[src/rtl/bit_serializer_if.sv]
// Word handshake between a parallel producer and bit_serializer.
// master drives pdata/pvalid, slave answers with pready.
interface bit_serializer_if #(
   parameter int WIDTH = 8
);
   logic [WIDTH-1:0] pdata;
   logic             pvalid;
   logic             pready;

   modport master (
      output pdata,
      output pvalid,
      input  pready
   );

   modport slave (
      input  pdata,
      input  pvalid,
      output pready
   );
endinterface

[src/rtl/bit_serializer.sv]
// Parallel-to-serial front end: one word in over pdata/pvalid/pready,
// one bit per clock out on sout/sout_valid/sout_last; busy while work remains.
module bit_serializer #(
   parameter int WIDTH     = 8,
   parameter bit MSB_FIRST = 1'b1
) (
   input  logic                clk,
   input  logic                rst,
   bit_serializer_if.slave     pin,
   output logic                sout,
   output logic                sout_valid,
   output logic                sout_last,
   output logic                busy
);
   localparam int CW = $clog2(WIDTH);
   localparam logic [CW-1:0] LAST = CW'(WIDTH - 1);

   typedef enum logic {
      IDLE,
      SHIFT
   } state_t;

   state_t           state_q, state_d;
   logic [WIDTH-1:0] sreg_q, sreg_d;
   logic [WIDTH-1:0] hold_q, hold_d;
   logic [CW-1:0]    cnt_q, cnt_d;
   logic             hold_full_q, hold_full_d;

   logic             active;
   logic             accept;
   logic             last;
   logic [WIDTH-1:0] shifted;

   assign active     = (state_q == SHIFT);
   assign pin.pready = ~hold_full_q;
   assign accept     = pin.pvalid & ~hold_full_q;
   assign last       = (cnt_q == LAST);

   assign shifted = MSB_FIRST ? {sreg_q[WIDTH-2:0], 1'b0}
                              : {1'b0, sreg_q[WIDTH-1:1]};

   assign sout       = active & (MSB_FIRST ? sreg_q[WIDTH-1] : sreg_q[0]);
   assign sout_valid = active;
   assign sout_last  = active & last;
   assign busy       = active | hold_full_q;

   always_ff @(posedge clk) begin
      if (rst) begin
         state_q     <= IDLE;
         sreg_q      <= '0;
         hold_q      <= '0;
         cnt_q       <= '0;
         hold_full_q <= 1'b0;
      end else begin
         state_q     <= state_d;
         sreg_q      <= sreg_d;
         hold_q      <= hold_d;
         cnt_q       <= cnt_d;
         hold_full_q <= hold_full_d;
      end
   end

   always_comb begin
      state_d     = state_q;
      sreg_d      = sreg_q;
      hold_d      = hold_q;
      cnt_d       = cnt_q;
      hold_full_d = hold_full_q;
      unique case (state_q)
         IDLE: begin
            if (accept) begin
               sreg_d  = pin.pdata;
               cnt_d   = '0;
               state_d = SHIFT;
            end
         end
         SHIFT: begin
            if (!last) begin
               sreg_d = shifted;
               cnt_d  = cnt_q + 1'b1;
               if (accept) begin
                  hold_d      = pin.pdata;
                  hold_full_d = 1'b1;
               end
            end else begin
               // A held word always goes before a new one, keeping accept order;
               // a fresh word on the last bit skips the holding register.
               cnt_d = '0;
               if (hold_full_q) begin
                  sreg_d      = hold_q;
                  hold_full_d = 1'b0;
               end else if (accept) begin
                  sreg_d = pin.pdata;
               end else begin
                  state_d = IDLE;
               end
            end
         end
      endcase
   end
endmodule

[src/flat_wrapper.sv]
// flat-port wrapper written by rule: the top's interface ports become plain ports
module bit_serializer_flat 
#(
   parameter int WIDTH     = 8,
   parameter bit MSB_FIRST = 1'b1
)
  (clk, rst, sout, sout_valid, sout_last, busy, pin_pdata, pin_pvalid, pin_pready);
  bit_serializer_if #(.WIDTH(WIDTH)) pin_i ();
  input  logic clk;
  input  logic rst;
  output logic sout;
  output logic sout_valid;
  output logic sout_last;
  output logic busy;
  input wire logic [$bits(pin_i.pdata)-1:0] pin_pdata;
  input wire logic [$bits(pin_i.pvalid)-1:0] pin_pvalid;
  output wire logic [$bits(pin_i.pready)-1:0] pin_pready;
  assign pin_i.pdata = pin_pdata;
  assign pin_i.pvalid = pin_pvalid;
  assign pin_pready = pin_i.pready;
  bit_serializer #(.WIDTH(WIDTH), .MSB_FIRST(MSB_FIRST)) u_core (.clk(clk), .rst(rst), .pin(pin_i), .sout(sout), .sout_valid(sout_valid), .sout_last(sout_last), .busy(busy));
endmodule
[config.mk]
export PLATFORM = sky130hd
export DESIGN_NAME = bit_serializer_flat
export DESIGN_NICKNAME = d
export VERILOG_FILES = /design/src/rtl/bit_serializer_if.sv /design/src/rtl/bit_serializer.sv /design/src/flat_wrapper.sv
export SDC_FILE = /design/constraint.sdc
export NUM_CORES = 1
export LEC_CHECK = 0
export CAP_MARGIN = 20
export CELL_PAD_IN_SITES_DETAIL_PLACEMENT = 1
export CELL_PAD_IN_SITES_GLOBAL_PLACEMENT = 1
export CORE_MARGIN = 2
export CORE_UTILIZATION = 39
export CTS_CLUSTER_SIZE = 12
export DETAILED_ROUTE_END_ITERATION = 8
export PLACE_DENSITY = 0.74
export SKIP_LAST_GASP = 1
export SLEW_MARGIN = 10
export SYNTH_ARGS = -nofsm -noshare
export SYNTH_HDL_FRONTEND = slang
export SYNTH_SLANG_ARGS = --single-unit
[constraint.sdc]
create_clock -name clk -period 2.3 [get_ports clk]
set_clock_uncertainty 0.2 [all_clocks]
set_input_delay 0.46 -clock clk [delete_from_list [all_inputs] [get_ports clk]]
set_output_delay 0.46 -clock clk [all_outputs]
set_load 0.02 [all_outputs]
==> results of run 1 <==
[flip-flops by register name, indices dropped and copies added (netlist names)]
register            flops
u_core.hold_q           8
u_core.sout_valid       1
u_core.cnt_q            3
u_core.sreg_q           8
u_core.hold_full_q      1
[routing by layer]
metal  wire [um]  vias to the layer above
met2        1130                       14
met5           0                        -
met1        1050                      384
met4          17                        0
li1            -                      398
met3          63                        2
[placed cells by master, fill, tap and decap left out]
cell type	count
a21oi_1	11
nor3b_1	1
nand2b_2	1
a31oi_1	1
nor2_1	9
nand2b_1	2
clkdlybuf4s50_1	14
clkbuf_1	1
clkdlybuf4s15_1	1
clkbuf_4	3
o22ai_1	8
buf_4	5
and2_1	1
and2_2	1
mux2i_1	16
nand3_1	3
inv_1	3
dfxtp_2	1
nand2_1	4
dfxtp_1	20
and3_2	7
ha_1	3
nor3_1	1
a21o_2	1
and4bb_2	1
[logic make-up after synthesis]
group	count (synthesis)	share of synthesized area (%)
buffers and inverters	9	5.31
AOI/OAI and AO/OA	21	12.4
muxes	16	16.6
DFF	21	43.5
and+or+nand+nor	31	18.3
adders and majority gates	3	3.89
[report_power, final]
part | internal, mW | switching [mW] | leakage, nW
Clock | 0.0675 | 0.109 | 0.0150
Sequential | 0.385 | 0.0124 | 0.172
Combinational | 0.0625 | 0.0597 | 0.301
Total | 0.515 | 0.181 | 0.488
[worst paths after layout]
| kind | start | end | cells after the start |
|---|---|---|---|
| max | u_core.cnt_q[0] | sout_last | 4 |
| min reg2reg | u_core.hold_q[3] | u_core.hold_q[3] | 2 |
| max reg2reg | u_core.cnt_q[0] | u_core.hold_q[5] | 5 |
| min | u_core.hold_q[3] | u_core.hold_q[3] | 2 |
[per-stage QoR]
step | setup WS, ns | hold slack [ns]
detailed placement | 0.171 | 0.277
finish | 0.0881 | 0.296
global route | 0.00398 | 0.320
floorplan | 0.619 | 0.251
CTS | 0.0363 | 0.301
global placement | 0.205 | 0.261
[final cells by class]
cell class                      count  area (um^2)
Fill cell                         284         1230
Multi-Input combinational cell     71          494
Sequential cell                    21          422
Timing Repair Buffer               20          188
Tap cell                           30         37.5
Clock buffer                        4         26.3
Inverter                            3         11.3
[critical path: stages (launching register included)]
cell and delay, ns:
dfxtp_1 0.35, ha_1 0.22, ha_1 0.19, and2_2 0.21, clkdlybuf4s15_1 0.29
==> metrics.yaml, run 1 <==
antenna_found_initial: 0
htreeDepth: 1
synth_async_sr_flop_share_pct: 0
synthesis.instances: 101
boundaryPins: 16
yosys.cell_types.count: 23
cts.root.buffer_cell: "clkbuf_4"
grt_usage_pct: 19.2
rsz0062_at_grt: "false"
totalNegativeSetupSlack_ns: 0
critPathMaxFanout: 3
cts_made_buffers: 3
cp_data_arrival_time_ns: 1.55
drt_pass1_iterations: 4
drt_iter0_markers: 5
worst_slew_margin_relative_to_its_limit_pct: 77.5
post_dp_cell_area_mm2: 0.00115
final-max-slew-violation-count: 0
p_leak_nw: 0.488
final_area_mm2: 0.00118
synth.avg_cell_area_um2: 9.56
status: "finished, final reports clean"
required_ns: 1.64
top_usage_layer: "met2"
placed_cells_incl_taps: 145
design.die.area_mm2: 0.00289
power.ir.vdd_worst_mv: 0.377
drive_above_1_share_pct: 16.8
hpwl_mm: 1.64
grt_use_met2_pct: 33.7
instances_no_fill: 149
post_cts_resized: 1
routed-via-count: 798
post-route-min-period_ns: 2.21
flow.area_growth_from_synthesis_pct: 22.0
routedWlPerCell_um: 15.2
fin_total_pwr_uw: 696
synth_top_cell_by_area: "dfxtp_1"
antenna_left: 0
placeableCoreArea_mm2: 0.00241
global_route_wire_length_before_repair_mm: 3.90
postSynthRegisterBits: 21
critPathKind: "flip-flop to primary output"
yosys_warnings: 0
ys_dominant_reg_cell: "dfxtp_1"
buffer_ports.inserted: 15
final_core_util_pct: 48.9
first_global_vias: 846
totalWireLength_mm: 2.26
synth-seq-area-share_pct: 43.5
max_clock_freq_mhz: 452
mappedNetlistArea_um2: 966
route.detailed.vias_per_inst: 5.36
cts_buffer_depth: 2
floorplan.initialDensity_pct: 40.1
clock_pin_slew_on_the_worst_setup_and_hold_paths_ns: 0.12
worstMarginPinSlew_ns: 0.337
most_instantiated_cells_after_synthesis: "dfxtp_1, mux2i_1, a21oi_1"
remaining_drc_errors: 0
post_cts.repair.setup_buffers: 0
worst_skew_pair.late_latency_ns: 0.30
cts_num_sinks: 21
finalSetupViolCount: 0
reg2reg_slack_ns: 0.40
die-height_um: 53.8
finalHoldViolCount: 0
num-nets-final: 134
timing.critical_path.to_type: "primary output"
antenna_cells_inserted: 0
globalRouteMet1Util_pct: 22.9
yosys.cell_count.top_type: "dfxtp_1"
layout_worst_path_cycle_share_pct: 96.2
drv.max_cap_violation_count: 0
worstHoldPathType: "flip-flop to flip-flop"
nature_of_the_critical_path_startpoint: "flip-flop"
cts_hold_repair.buffers: 0
std_cell_rows: 18
tritoncts: "done"
cell_types_with_the_largest_area_share_after_synthesis: "dfxtp_1, mux2i_1, a21oi_1"
synth_enable_flop_cells: 0
yosysTopAreaCellShare_pct: 43.5
power.density_mw_per_mm2: 590
gp_congestion: 0.724
grt_use_met3_pct: 3.33
maximum_number_of_pins_on_one_net_before_global_route_repair: 15
die_span_x_um: 53.8
synth_nets: 115
global_route.overflow_total: 0
(Power assumes the default switching activity.)
==> inputs of run 2 (changes only) <==
==> constraint.sdc (replaced) <==
create_clock -name clk -period 2.3 [get_ports clk]
set_clock_uncertainty 0.2 [all_clocks]
set_input_delay 0.69 -clock clk [delete_from_list [all_inputs] [get_ports clk]]
set_output_delay 0.69 -clock clk [all_outputs]
set_load 0.02 [all_outputs]
==> run 2 against run 1 <==
Against the previous run:
- largest power group unchanged
- utilization grew 1.8 points
- cell area rose by 3.6%
- sequential power hardly changed
- clock power barely moved
- non-clock buffer count up 4
- die area is the same
==> metrics.yaml, run 2 (synthesis gave the netlist of run 1 again) <==
status: "finished, final reports clean"
design.die.area_mm2: 0.00289  # unchanged
whs_path_depth: 2  # unchanged
rsz0062_at_grt: "false"
tritoncts: "done"
gp_congestion: 0.732  # +1.0%
grt_usage_pct: 18.9  # -0.27 points
antenna_cells_inserted: 0  # unchanged
most-common-layout-cells: "dfxtp_1, mux2i_1, a21oi_1, clkdlybuf4s50_1"
drt_iter0_markers: 11  # +6
required_ns: 1.41  # -0.23 ns
maximum_number_of_pins_on_one_net_before_global_route_repair: 13  # -2
post-route-min-period_ns: 2.23  # +0.0224 ns
worst_slew_margin_relative_to_its_limit_pct: 79.9  # +2.4 points
buffer_ports.inserted: 15  # unchanged
finalHoldViolCount: 0  # unchanged
final_core_util_pct: 50.7  # +1.8 points
die-height_um: 53.8  # unchanged
cts_num_sinks: 21  # unchanged
power.density_mw_per_mm2: 578  # -2.2%
layout_top_registers: "u_core.hold_q x8, u_core.sreg_q x8, u_core.cnt_q x3"
remaining_drc_errors: 0  # unchanged
nature_of_the_critical_path_startpoint: "flip-flop"
critPathKind: "flip-flop to primary output"
num-nets-final: 138  # +3.0%
finalSetupViolCount: 0  # unchanged
drive_above_1_share_pct: 22.8  # +6.0 points
power.ir.vdd_worst_mv: 0.360  # -4.5%
htreeDepth: 1  # unchanged
die_span_x_um: 53.8  # unchanged
timing.critical_path.to_type: "primary output"
boundaryPins: 16  # unchanged
cts_made_buffers: 3  # unchanged
drt_pass1_iterations: 4  # unchanged
p_leak_nw: 0.516  # +5.8%
post_cts.repair.setup_buffers: 0  # unchanged
totalWireLength_mm: 2.33  # +2.8%
most_common_cell_after_layout_fill_and_taps_aside: "dfxtp_1"
n_fill_cell: 279  # -1.8%
floorplan.initialDensity_pct: 40.1  # unchanged
max_clock_freq_mhz: 448  # -1.0%
drv.max_cap_violation_count: 0  # unchanged
std_cell_rows: 18  # unchanged
worstHoldPathType: "flip-flop to flip-flop"
global_route_wire_length_before_repair_mm: 3.88  # -0.36%
clock_pin_slew_on_the_worst_setup_and_hold_paths_ns: 0.12  # about the same
routedWlPerCell_um: 15.2  # +0.14%
layout_worst_path_cycle_share_pct: 97.1  # +0.97 points
whs_ns: 0.289  # -0.00636 ns
critPathMaxFanout: 2  # -1
worstMarginPinSlew_ns: 0.301  # -0.0367 ns
route.detailed.vias_per_inst: 5.44  # +1.5%
cts.root.buffer_cell: "clkbuf_4"
worst_skew_pair.late_latency_ns: 0.31  # about the same
antenna_found_initial: 0  # unchanged
antenna_left: 0  # unchanged
flow.area_growth_from_synthesis_pct: 26.4
cp_data_arrival_time_ns: 1.34  # -0.21 ns
final-max-slew-violation-count: 0  # unchanged
cts_buffer_depth: 2  # unchanged
hpwl_mm: 1.62  # -1.3%
placeableCoreArea_mm2: 0.00241  # unchanged
rr_worst_depth: 6  # +1
global_route.overflow_total: 0  # unchanged
routed-via-count: 832  # +4.3%
first_global_vias: 815  # -3.7%
==> run 2: what timing repair did <==
action | 4_1_cts | 5_1_grt
gates resized for setup | 8 | 4
endpoints found under the setup margin | 4 | 1
hold buffers | 0 | 0
==> run 2: report_power, final <==
group | leakage (nW) | internal [mW] | total [mW] | switching, mW
Combinational | 0.329 | 0.0666 | 0.128 | 0.0609
Clock | 0.0150 | 0.0676 | 0.180 | 0.112
Sequential | 0.172 | 0.385 | 0.398 | 0.0131
==> run 2: path summary, 6_finish.rpt <==
kind,slack (ns),end,startpoint
worst max-delay path,0.07,sout_last,u_core.cnt_q[0]
worst min-delay path,0.29,u_core.cnt_q[1],u_core.cnt_q[1]
worst max register to register,0.55,u_core.hold_q[5],u_core.cnt_q[0]
worst min register to register,0.29,u_core.cnt_q[1],u_core.cnt_q[1]
==> run 2: worst max-delay path: stages, from the launching register on <==
cell and delay (ns):
dfxtp_2 0.34, ha_2 0.19, ha_2 0.18, and2_2 0.19
buf_4 0.15
==> run 2: layout make-up <==
class,count,area [um^2],share of cell area [%]
clock buffers,4,26.3,2.15
flip-flops and latches,21,423,34.6
inverters,3,11.3,0.922
well taps,30,37.5,3.07
multi-input cells,71,499,40.9
repair buffers,24,224,18.3
==> run 2: stage by stage <==
| stage | setup WS (ns) | cells | TNS (ns) | total power, mW | area (um^2) |
|---|---|---|---|---|---|
| 5_1_grt | 0.00757 | 153 | 0 | 0.744 | 1220 |
| 3_3_place_gp | -0.00752 | 149 | -0.00752 | 0.531 | 1190 |
| 4_1_cts | -0.00384 | 153 | -0.00384 | 0.710 | 1210 |
| 6_report | 0.0657 | 153 | 0 | 0.705 | 1220 |
| 3_5_place_dp | -0.0350 | 149 | -0.0350 | 0.535 | 1190 |
| 2_1_floorplan | 0.389 | 101 | 0 | 0.479 | 966 |
==> run 2: layer usage <==
metal / vias up / global-route usage [%] / share of wire, %
li1: 404 / - / -
met1: 410 / 25.2 / 48
met2: 16 / 30.1 / 48
met3: 2 / 3.33 / 3.6
met4: 0 / 7.69 / 0.73
met5: - / 0 / 0
==> inputs of run 3 (changes only) <==
CORE_UTILIZATION = 40   (was 39)
MAX_ROUTING_LAYER = met4   (was not set)
PLACE_DENSITY = 0.75   (was 0.74)
clock period = 2.6 ns   (was 2.3 ns; I/O delays follow)
==> run 3 against run 2 <==
Against the previous run:
- first-iteration DRC count decreased by 36%
- global-route usage is 1.1 points higher
- non-clock buffer count down 3
- combinational power is 14% lower
- critical path type unchanged
- sequential share of layout area is 1.1 points higher
- utilization up 1.6 points
- sequential cell count unchanged
- largest cell class unchanged
- power fell by 12%
- largest power group unchanged
- cell area shrank 3.5%
- sequential power down 12%
- die area decreased by 2.3%
==> metrics.yaml, run 3 (synthesis gave the netlist of run 1 again) <==
proportion_of_power_drawn_by_flip_flops_and_latches_pct: 56.9  # +0.5 points
required_ns: 1.62  # +0.21 ns
num-nets-final: 135  # -2.2%
instances_no_fill: 148  # -3.3%
antenna_found_initial: 0  # unchanged
critPathKind: "flip-flop to primary output"
worstMarginPinSlew_ns: 0.333  # +0.0317 ns
most-common-layout-cells: "dfxtp_1, mux2i_1, clkdlybuf4s50_1"
antenna_cells_inserted: 0  # unchanged
design.die.area_mm2: 0.00282  # -2.3%
cp_data_arrival_time_ns: 1.51  # +0.17 ns
drt_pass1_iterations: 4  # unchanged
drt_iter0_markers: 7  # -4
placed_cells_incl_taps: 144  # -3.4%
status: "finished, final reports clean"
drv.max_cap_violation_count: 0  # unchanged
power.density_mw_per_mm2: 525  # -9.1%
global_route.overflow_total: 0  # unchanged
final_core_util_pct: 52.3  # +1.6 points
cts_buffer_depth: 2  # unchanged
routed-via-count: 804  # -3.4%
flow.area_growth_from_synthesis_pct: 22.0
number_of_buffers_and_inverters_on_the_critical_path: 2  # +1
max_clock_freq_mhz: 401
htreeDepth: 1  # unchanged
clockPowerShare_pct: 25.3  # -0.2 points
multi_input_area_um2: 494  # -1.0%
worst_slew_margin_relative_to_its_limit_pct: 77.8  # -2.1 points
timing.critical_path.to_type: "primary output"
p_leak_nw: 0.493  # -4.6%
share_comb_of_total_power_pct: 17.8  # -0.3 points
post_cts.repair.setup_buffers: 0  # unchanged
route.detailed.vias_per_inst: 5.43  # -0.10%
cp_top_family: "buffers and inverters"
layout_top_registers: "u_core.hold_q x8, u_core.sreg_q x8, u_core.cnt_q x3"
tritoncts: "done"
internal_power_uw: 457  # -12%
timing.critical_path.cells: "inv_1 > nand2_1 > clkdlybuf4s50_1"
nature_of_the_critical_path_startpoint: "flip-flop"
clock_pin_slew_on_the_worst_setup_and_hold_paths_ns: 0.11  # about the same
die_span_x_um: 53.1  # -1.2%
drive_above_1_share_pct: 18.3  # -4.4 points
routedWlPerCell_um: 15.9  # +4.5%
cts_num_sinks: 21  # unchanged
post_dp_cell_area_mm2: 0.00116  # -3.1%
totalNegativeSetupSlack_ns: 0  # unchanged
power.ir.vdd_worst_mv: 0.282  # -22%
floorplan.initialDensity_pct: 42.8  # +2.8 points
worstHoldPathType: "flip-flop to flip-flop"
worst_skew_pair.late_latency_ns: 0.30  # about the same
rsz0062_at_grt: "false"
hpwl_mm: 1.74  # +7.7%
first_global_vias: 860  # +5.5%
final-max-slew-violation-count: 0  # unchanged
boundaryPins: 16  # unchanged
remaining_drc_errors: 0  # unchanged
layout_worst_path_cycle_share_pct: 96.0
register_area_um2: 422  # -0.30%
cts_made_buffers: 3  # unchanged
antenna_left: 0  # unchanged
gp_congestion: 0.742  # +1.4%
worst_path_max_delay_cell: "clkdlybuf4s50_1"
critPathMaxFanout: 7  # +5
buffer_ports.inserted: 15  # unchanged
rr_worst_depth: 5  # -1
placeableCoreArea_mm2: 0.00225  # -6.4%
finalSetupViolCount: 0  # unchanged
maximum_number_of_pins_on_one_net_before_global_route_repair: 13  # unchanged
switching_part_of_the_total_pct: 26.2  # -0.21 points
grt_usage_pct: 20.1  # +1.1 points
whs_path_depth: 2  # unchanged
most_common_cell_after_layout_fill_and_taps_aside: "dfxtp_1"
std_cell_rows: 17  # -1
cp_peak_stage_delay_ns: 0.59  # +0.25 ns
power_switching_uw: 162  # -13%
finalHoldViolCount: 0  # unchanged
timing.critical_path.depth: 3  # -1
post-route-min-period_ns: 2.49
cts.root.buffer_cell: "clkbuf_4"
totalWireLength_mm: 2.35  # +1.1%
cts_hold_repair.buffers: 0  # unchanged
die-height_um: 53.1  # -1.2%
final_area_mm2: 0.00118  # -3.5%
n_fill_cell: 282  # +1.1%
global_route_wire_length_before_repair_mm: 3.88  # -0.18%
==> run 3: metal layers <==
| layer | GRT usage, % | share of wire, % | routed length [um] |
|---|---|---|---|
| met3 | 2.82 | 2.2 | 52 |
| met1 | 22.6 | 45 | 1050 |
| met4 | 8.55 | 1.1 | 27 |
| met2 | 35.4 | 52 | 1220 |
| met5 | - | 0 | 0 |
==> run 3: what timing repair did <==
| action | 4_1_cts | 5_1_grt |
|---|---|---|
| gates cloned | 0 | 0 |
| setup endpoints to repair | 2 | 1 |
| resized for setup | 2 | 2 |
==> run 3: power by group through the flow <==
| stage | clock network, mW | logic [mW] | registers, mW |
|---|---|---|---|
| global route | 0.173 | 0.119 | 0.354 |
| detailed placement | 0 | 0.110 | 0.359 |
| floorplan | 0 | 0.0680 | 0.356 |
| global placement | 0 | 0.106 | 0.358 |
| finish | 0.157 | 0.110 | 0.352 |
| CTS | 0.164 | 0.111 | 0.352 |
==> run 3: area by class of cell <==
class | instances | area share [%]
well taps | 28 | 2.97
repair buffers | 21 | 16.1
inverters | 3 | 0.955
clock buffers | 4 | 2.23
multi-input cells | 71 | 41.9
flip-flops and latches | 21 | 35.8
==> run 3: final timing paths <==
path / start / to / slack (ns)
max: u_core.sout_valid / busy / 0.11
min: u_core.cnt_q[1] / u_core.cnt_q[1] / 0.29
max reg2reg: u_core.cnt_q[0] / u_core.hold_q[5] / 0.69
min reg2reg: u_core.cnt_q[1] / u_core.cnt_q[1] / 0.29
==> run 3: worst register-to-register path, delay by kind of cell (launching register included) <==
family        cells  cell delay [ns]
fa+ha+maj         2             0.44
flops             1             0.35
mux               1             0.24
simple gates      2             0.58
==> run 3: through the flow <==
stage	power, mW	setup slack, ns	hold slack [ns]
2_1_floorplan	0.424	0.599	0.251
3_3_place_gp	0.464	0.178	0.260
3_5_place_dp	0.468	0.149	0.274
4_1_cts	0.627	0.0138	0.290
5_1_grt	0.647	0.0475	0.318
6_report	0.619	0.105	0.285
